--- src/rtl/mcs6530_pkg.sv ---
// Shared types and constants for the mcs6530 RRIOT bus master.
package mcs6530_pkg;

  localparam int unsigned ADDR_W = 10;
  localparam int unsigned DATA_W = 8;
  localparam int unsigned CNT_W  = 3;

  localparam logic [ADDR_W-1:0] IDLE_ADDR    = 10'h000;
  localparam logic [DATA_W-1:0] DEF_ERR_DATA = 8'hFF;

  typedef enum logic [2:0] {
    IDLE,
    SETUP,
    ACCESS,
    WAIT,
    RESP
  } bus_state_t;

  // One upstream request as presented on the req_* channel
  typedef struct packed {
    logic              we;
    logic [ADDR_W-1:0] addr;
    logic              rs0;
    logic [DATA_W-1:0] wdata;
  } bus_req_t;

  // Read latency is only meaningful in 1..7 (3-bit down-counter)
  function automatic int unsigned clamp_rd_lat(input int lat);
    if (lat < 1) return 1;
    if (lat > 7) return 7;
    return unsigned'(lat);
  endfunction

endpackage

--- src/rtl/mcs6530_bus_master.sv ---
// Sequences single read/write requests into 6502-style phi2 bus cycles
// toward an mcs6530 RRIOT and returns read data on a response channel.
module mcs6530_bus_master
  import mcs6530_pkg::*;
#(
  parameter int                RD_LAT   = 1,
  parameter logic [DATA_W-1:0] ERR_DATA = DEF_ERR_DATA
) (
  input  logic              phi2,
  input  logic              rst_n,
  input  logic              req_valid,
  output logic              req_ready,
  input  logic              req_we,
  input  logic [ADDR_W-1:0] req_addr,
  input  logic              req_rs0,
  input  logic [DATA_W-1:0] req_wdata,
  output logic              rsp_valid,
  input  logic              rsp_ready,
  output logic [DATA_W-1:0] rsp_rdata,
  output logic              rsp_err,
  output logic [ADDR_W-1:0] bus_addr,
  output logic              bus_r_w,
  output logic              bus_cs1,
  output logic              bus_rs0,
  output logic [DATA_W-1:0] bus_di,
  input  logic [DATA_W-1:0] bus_do,
  input  logic              bus_oe
);

  localparam int unsigned       RD_LAT_C = clamp_rd_lat(RD_LAT);
  localparam logic [CNT_W-1:0]  CNT_LOAD = CNT_W'(RD_LAT_C - 1);

  bus_state_t        state_q, state_d;
  logic              we_q, we_d;
  logic [CNT_W-1:0]  cnt_q, cnt_d;

  logic              req_ready_d;
  logic              rsp_valid_d;
  logic [DATA_W-1:0] rsp_rdata_d;
  logic              rsp_err_d;
  logic [ADDR_W-1:0] bus_addr_d;
  logic              bus_r_w_d;
  logic              bus_cs1_d;
  logic              bus_rs0_d;
  logic [DATA_W-1:0] bus_di_d;

  bus_req_t          req_in;

  assign req_in = '{we: req_we, addr: req_addr, rs0: req_rs0, wdata: req_wdata};

  // State and registered outputs; reset forces the bus idle immediately
  always_ff @(posedge phi2 or negedge rst_n) begin
    if (!rst_n) begin
      state_q   <= IDLE;
      we_q      <= 1'b0;
      cnt_q     <= '0;
      req_ready <= 1'b1;
      rsp_valid <= 1'b0;
      rsp_rdata <= '0;
      rsp_err   <= 1'b0;
      bus_addr  <= IDLE_ADDR;
      bus_r_w   <= 1'b1;
      bus_cs1   <= 1'b0;
      bus_rs0   <= 1'b0;
      bus_di    <= '0;
    end else begin
      state_q   <= state_d;
      we_q      <= we_d;
      cnt_q     <= cnt_d;
      req_ready <= req_ready_d;
      rsp_valid <= rsp_valid_d;
      rsp_rdata <= rsp_rdata_d;
      rsp_err   <= rsp_err_d;
      bus_addr  <= bus_addr_d;
      bus_r_w   <= bus_r_w_d;
      bus_cs1   <= bus_cs1_d;
      bus_rs0   <= bus_rs0_d;
      bus_di    <= bus_di_d;
    end
  end

  // Next-state and next-output logic; everything holds unless a state changes it
  always_comb begin
    state_d     = state_q;
    we_d        = we_q;
    cnt_d       = cnt_q;
    req_ready_d = req_ready;
    rsp_valid_d = rsp_valid;
    rsp_rdata_d = rsp_rdata;
    rsp_err_d   = rsp_err;
    bus_addr_d  = bus_addr;
    bus_r_w_d   = bus_r_w;
    bus_cs1_d   = bus_cs1;
    bus_rs0_d   = bus_rs0;
    bus_di_d    = bus_di;

    case (state_q)
      IDLE: begin
        if (req_valid) begin
          we_d        = req_in.we;
          bus_addr_d  = req_in.addr;
          bus_rs0_d   = req_in.rs0;
          bus_cs1_d   = 1'b1;
          bus_r_w_d   = !req_in.we;
          bus_di_d    = req_in.we ? req_in.wdata : '0;
          req_ready_d = 1'b0;
          state_d     = SETUP;
        end
      end

      SETUP: begin
        state_d = ACCESS;
      end

      ACCESS: begin
        if (we_q) begin
          bus_r_w_d   = 1'b1;
          bus_cs1_d   = 1'b0;
          rsp_valid_d = 1'b1;
          rsp_rdata_d = '0;
          rsp_err_d   = 1'b0;
          state_d     = RESP;
        end else begin
          cnt_d   = CNT_LOAD;
          state_d = WAIT;
        end
      end

      WAIT: begin
        if (cnt_q == '0) begin
          rsp_rdata_d = bus_oe ? bus_do : ERR_DATA;
          rsp_err_d   = !bus_oe;
          rsp_valid_d = 1'b1;
          bus_cs1_d   = 1'b0;
          state_d     = RESP;
        end else begin
          cnt_d = cnt_q - CNT_W'(1);
        end
      end

      RESP: begin
        if (rsp_ready) begin
          rsp_valid_d = 1'b0;
          req_ready_d = 1'b1;
          state_d     = IDLE;
        end
      end

      default: begin
        state_d = IDLE;
      end
    endcase
  end

endmodule

--- config.mk ---
export PLATFORM = sky130hd
export DESIGN_NAME = mcs6530_bus_master
export DESIGN_NICKNAME = d
export VERILOG_FILES = /design/src/rtl/mcs6530_pkg.sv /design/src/rtl/mcs6530_bus_master.sv
export SDC_FILE = /design/constraint.sdc
export NUM_CORES = 1
export LEC_CHECK = 0
export ABC_AREA = 1
export CORE_MARGIN = 5
export CORE_UTILIZATION = 39
export DETAILED_ROUTE_END_ITERATION = 16
export PLACE_DENSITY = 0.78
export SYNTH_ARGS = -nofsm -noshare
export SYNTH_HDL_FRONTEND = slang
export SYNTH_SLANG_ARGS = --single-unit
--- constraint.sdc ---
create_clock -name phi2 -period 1.3 [get_ports phi2]
set_clock_uncertainty 0.05 [all_clocks]
set_input_delay 0.26 -clock phi2 [delete_from_list [all_inputs] [get_ports phi2]]
set_output_delay 0.26 -clock phi2 [all_outputs]
set_load 0.05 [all_outputs]
==> impl_summary.log <==
INFO  metric drt_drc_violations_left = 0
INFO  metric io_buffers = 64
INFO  metric ys_top_cells_by_area = sky130_fd_sc_hd__dfrtp_1, sky130_fd_sc_hd__nand2_1, sky130_fd_sc_hd__o211ai_1
INFO  metric multiInputGateArea = 830 µm²
INFO  metric final_antenna_net_count = 0
INFO  metric tritoncts = built
INFO  metric required_time_at_the_endpoint_of_the_critical_path = 1440 ps
INFO  metric detailed_place_hpwl = 3180 µm
INFO  metric startpoint_type = flip-flop
INFO  metric boundary_pins = 65
INFO  metric die-area = 5930 µm²
INFO  metric yosysMostFrequentCell = sky130_fd_sc_hd__nand2_1
INFO  metric finalSetupViolCount = 14
INFO  metric antenna_cells = 0
INFO  metric synth-seq-area-share = 55.9%
INFO  metric maximum_fanout_count_along_the_critical_path = 7
INFO  metric critPathBufInv = 3
INFO  metric antenna_found_initial = 0
INFO  metric violations = negative setup slack
INFO  metric crit_type = reg -> reg
INFO  metric classification_of_the_worst_slack_hold_path = in -> async
INFO  metric finalNetCount = 315
INFO  metric timing.reg2reg.worst_path_depth = 8
INFO  metric core.rowCount = 24
INFO  metric cts_made_buffers = 5
INFO  metric hold_viol = 0
INFO  metric regToRegSetupSlack = -30 ps
INFO  metric asyncSetResetFlopFracSynth = 100%
INFO  metric crit_path_cell_trace = inv_1 > ha_2 > ha_4 > inv_4 > nand2_8 > buf_6 > nand3_2 > o21ai_2
INFO  metric slowest_stage = sky130_fd_sc_hd__dfrtp_1
INFO  metric fin_crit_sh = 102%
INFO  metric power.density = 2600 nW/µm²
INFO  metric maximum_ir_drop_on_the_vdd_rail = 0.00136 V
INFO  metric place.gp.congestion = 0.793
INFO  metric synth_area_per_cell = 9.21 µm²
INFO  metric synth_edf_count = 0
INFO  metric initial_utilization = 40.2%
INFO  metric clock_insertion_delay_worst_skew = 290 ps
INFO  metric cp_data_arrival_time = 1470 ps
INFO  metric grt_remaining_overflow = 0
INFO  metric clock_tree.root_cell = sky130_fd_sc_hd__clkbuf_8
INFO  metric postLayoutCoreUtil = 75.1%
INFO  metric synth.yosys.warnings = 0
INFO  metric report.final.slew_viol_count = 0
INFO  metric synth_top_cell_area_share = 52.9%
INFO  metric cp_top_family = flip-flops
INFO  metric preCtsSetupSlack = -148 ps
INFO  metric routed_via_density = 4.79
INFO  metric area_added_between_synthesis_and_finish = 86.7%
INFO  metric result_of_the_run = complete, but fails checks
INFO  metric synth_common_cells = sky130_fd_sc_hd__nand2_1, sky130_fd_sc_hd__dfrtp_1, sky130_fd_sc_hd__inv_1
INFO  metric mappedNetlistArea = 1750 µm²
INFO  metric cts_num_sinks = 39
INFO  metric synth.distinct_cells = 28
INFO  metric synthCells = 190
INFO  metric synth.ff_latch_count = 39
INFO  metric postSynth.topFlopCell = sky130_fd_sc_hd__dfrtp_1
INFO  metric n_fill_cell = 252
INFO  metric total_grt_usage = 15.1%
INFO  metric wl_per_cell = 15.1 µm
INFO  metric die_width = 77.0 µm
INFO  metric maxSlewHeadroom = 77.4%
INFO  metric synthDominantAreaCellType = sky130_fd_sc_hd__dfrtp_1
INFO  metric first_global_vias = 1,531
INFO  metric fin_crit = 1330 ps
INFO  metric ff_latch_area = 981 µm²
INFO  metric vias = 1,596
INFO  metric die_h = 77.0 µm
INFO  metric cts_max_path_buffers = 2
INFO  metric rr_endpoint = cnt_q[0]$_DFFE_PN0P_
INFO  metric worstReg2RegStart = cnt_q[1]$_DFFE_PN0P_
INFO  metric grt_first_pass_wirelength = 7310 µm
INFO  metric cts-htree-levels = 2
INFO  metric share_of_layout_cells_above_drive_strength_1 = 44.1%
INFO  metric cp_slowest_stage_delay = 370 ps
INFO  metric mappedNetlistNets = 225
INFO  metric static-leakage-power = 0.00157 µW
INFO  metric clk_transition_reported_paths = 80 ps
INFO  metric first_pass_iters = 4
INFO  metric dr.first_iter.drc_count = 55
INFO  metric detail_route.wirelength = 5030 µm
INFO  metric worst-slew-pin-transition = 339 ps
INFO  metric worst_hold_slack = 342 ps
INFO  metric max_freq = 751 MHz
INFO  metric maxCapViolations = 0
INFO  metric final.setup.worst_slack = -32.2 ps
INFO  metric worst_setup_path_end_kind = flip-flop
INFO  metric critical_path_depth = 8
INFO  metric design.core.area = 4350 µm²
INFO  metric grt_start_max_net_pins = 31
INFO  metric unrepaired_setup_endpoints_after_global_routing = true
## layer usage
layer,up-vias,track usage [%],part of all wire [%]
met2,46,24.6,50
met5,-,0,0
met3,9,5.15,5.5
li1,794,-,-
met4,0,3.61,1.2
met1,747,19.3,43
## flip-flops by register name, summed over array words and instances (netlist names)
register,flops
bus_addr,10
bus_di,8
rsp_rdata,8
cnt_q,3
state_q,3
bus_cs1,1
bus_r_w,1
bus_rs0,1
req_ready,1
rsp_err,1
rsp_valid,1
we_q,1
## how the worst max path moves through the flow
stage | from | to
finish | cnt_q[1]$_DFFE_PN0P_ | cnt_q[0]$_DFFE_PN0P_
global route | state_q[2]$_DFFE_PN0P_ | rsp_rdata[4]$_DFFE_PN0P_
CTS | cnt_q[1]$_DFFE_PN0P_ | bus_cs1$_DFFE_PN0P_
detailed placement | cnt_q[0]$_DFFE_PN0P_ | bus_cs1$_DFFE_PN0P_
global placement | req_valid | bus_di[5]$_DFFE_PN0P_
floorplan | cnt_q[0]$_DFFE_PN0P_ | state_q[0]$_DFFE_PN0P_
## repair_timing
item,4_1_cts,5_1_grt
setup buffers,1,4
gates resized for setup,6,51
endpoints found under the hold margin,9,0
pin swaps,4,13
gates cloned,0,4
endpoints found under the setup margin,19,34
hold buffers,1,0
## layout by cell type, fill, tap and decap left out, drive strengths merged
| master | netlist | layout |
|---|---|---|
| dfstp | 2 | 2 |
| nand3 | 10 | 10 |
| buf | 5 | 54 |
| nor2 | 6 | 6 |
| o21ai | 13 | 13 |
| inv | 14 | 14 |
| a21oi | 1 | 1 |
| dlygate4sd3 | 0 | 1 |
| ha | 2 | 2 |
| dfrtp | 37 | 37 |
| clkbuf | 1 | 10 |
| clkdlybuf4s50 | 0 | 31 |
| o211ai | 8 | 8 |
| nand4 | 1 | 1 |
| o21a | 1 | 1 |
| nand2 | 88 | 88 |
| clkinv | 0 | 1 |
| o22ai | 1 | 1 |
## through the flow
step | instance area [µm²] | TNS [ps] | power (µW) | std cells
final | 3270 | -132 | 8490 | 333
after global placement | 2890 | -1500 | 7070 | 315
after detailed placement | 2890 | -2310 | 7150 | 315
after global routing | 3270 | -2010 | 8890 | 333
after floorplan | 1760 | -490 | 4610 | 190
after CTS | 3010 | -86.8 | 7970 | 325
## logic make-up (layout without fill, tap and decap cells)
group / count (synthesis) / in the layout / share of synthesized area (%)
buf+inv: 20 / 111 / 5.72
flops: 39 / 39 / 55.9
simple gates: 105 / 105 / 28.7
fa+ha+maj: 2 / 2 / 1.43
compound gates: 24 / 24 / 8.22
## final cells by class
class,count,area share [%]
clock inverters,1,0.153
multi-input cells,131,25.4
repair buffers,89,38.1
clock buffers,7,2.34
well taps,52,1.99
flip-flops and latches,39,30.0
inverters,14,2.07
## power by group
part | internal, µW | leakage, µW | switching [µW] | total (µW)
clock network | 377 | 0.0000422 | 436 | 813
logic | 2540 | 0.00103 | 2810 | 5350
registers | 1730 | 0.000489 | 599 | 2330
total | 4640 | 0.00157 | 3840 | 8490
Power figures use the tool's default switching activity.
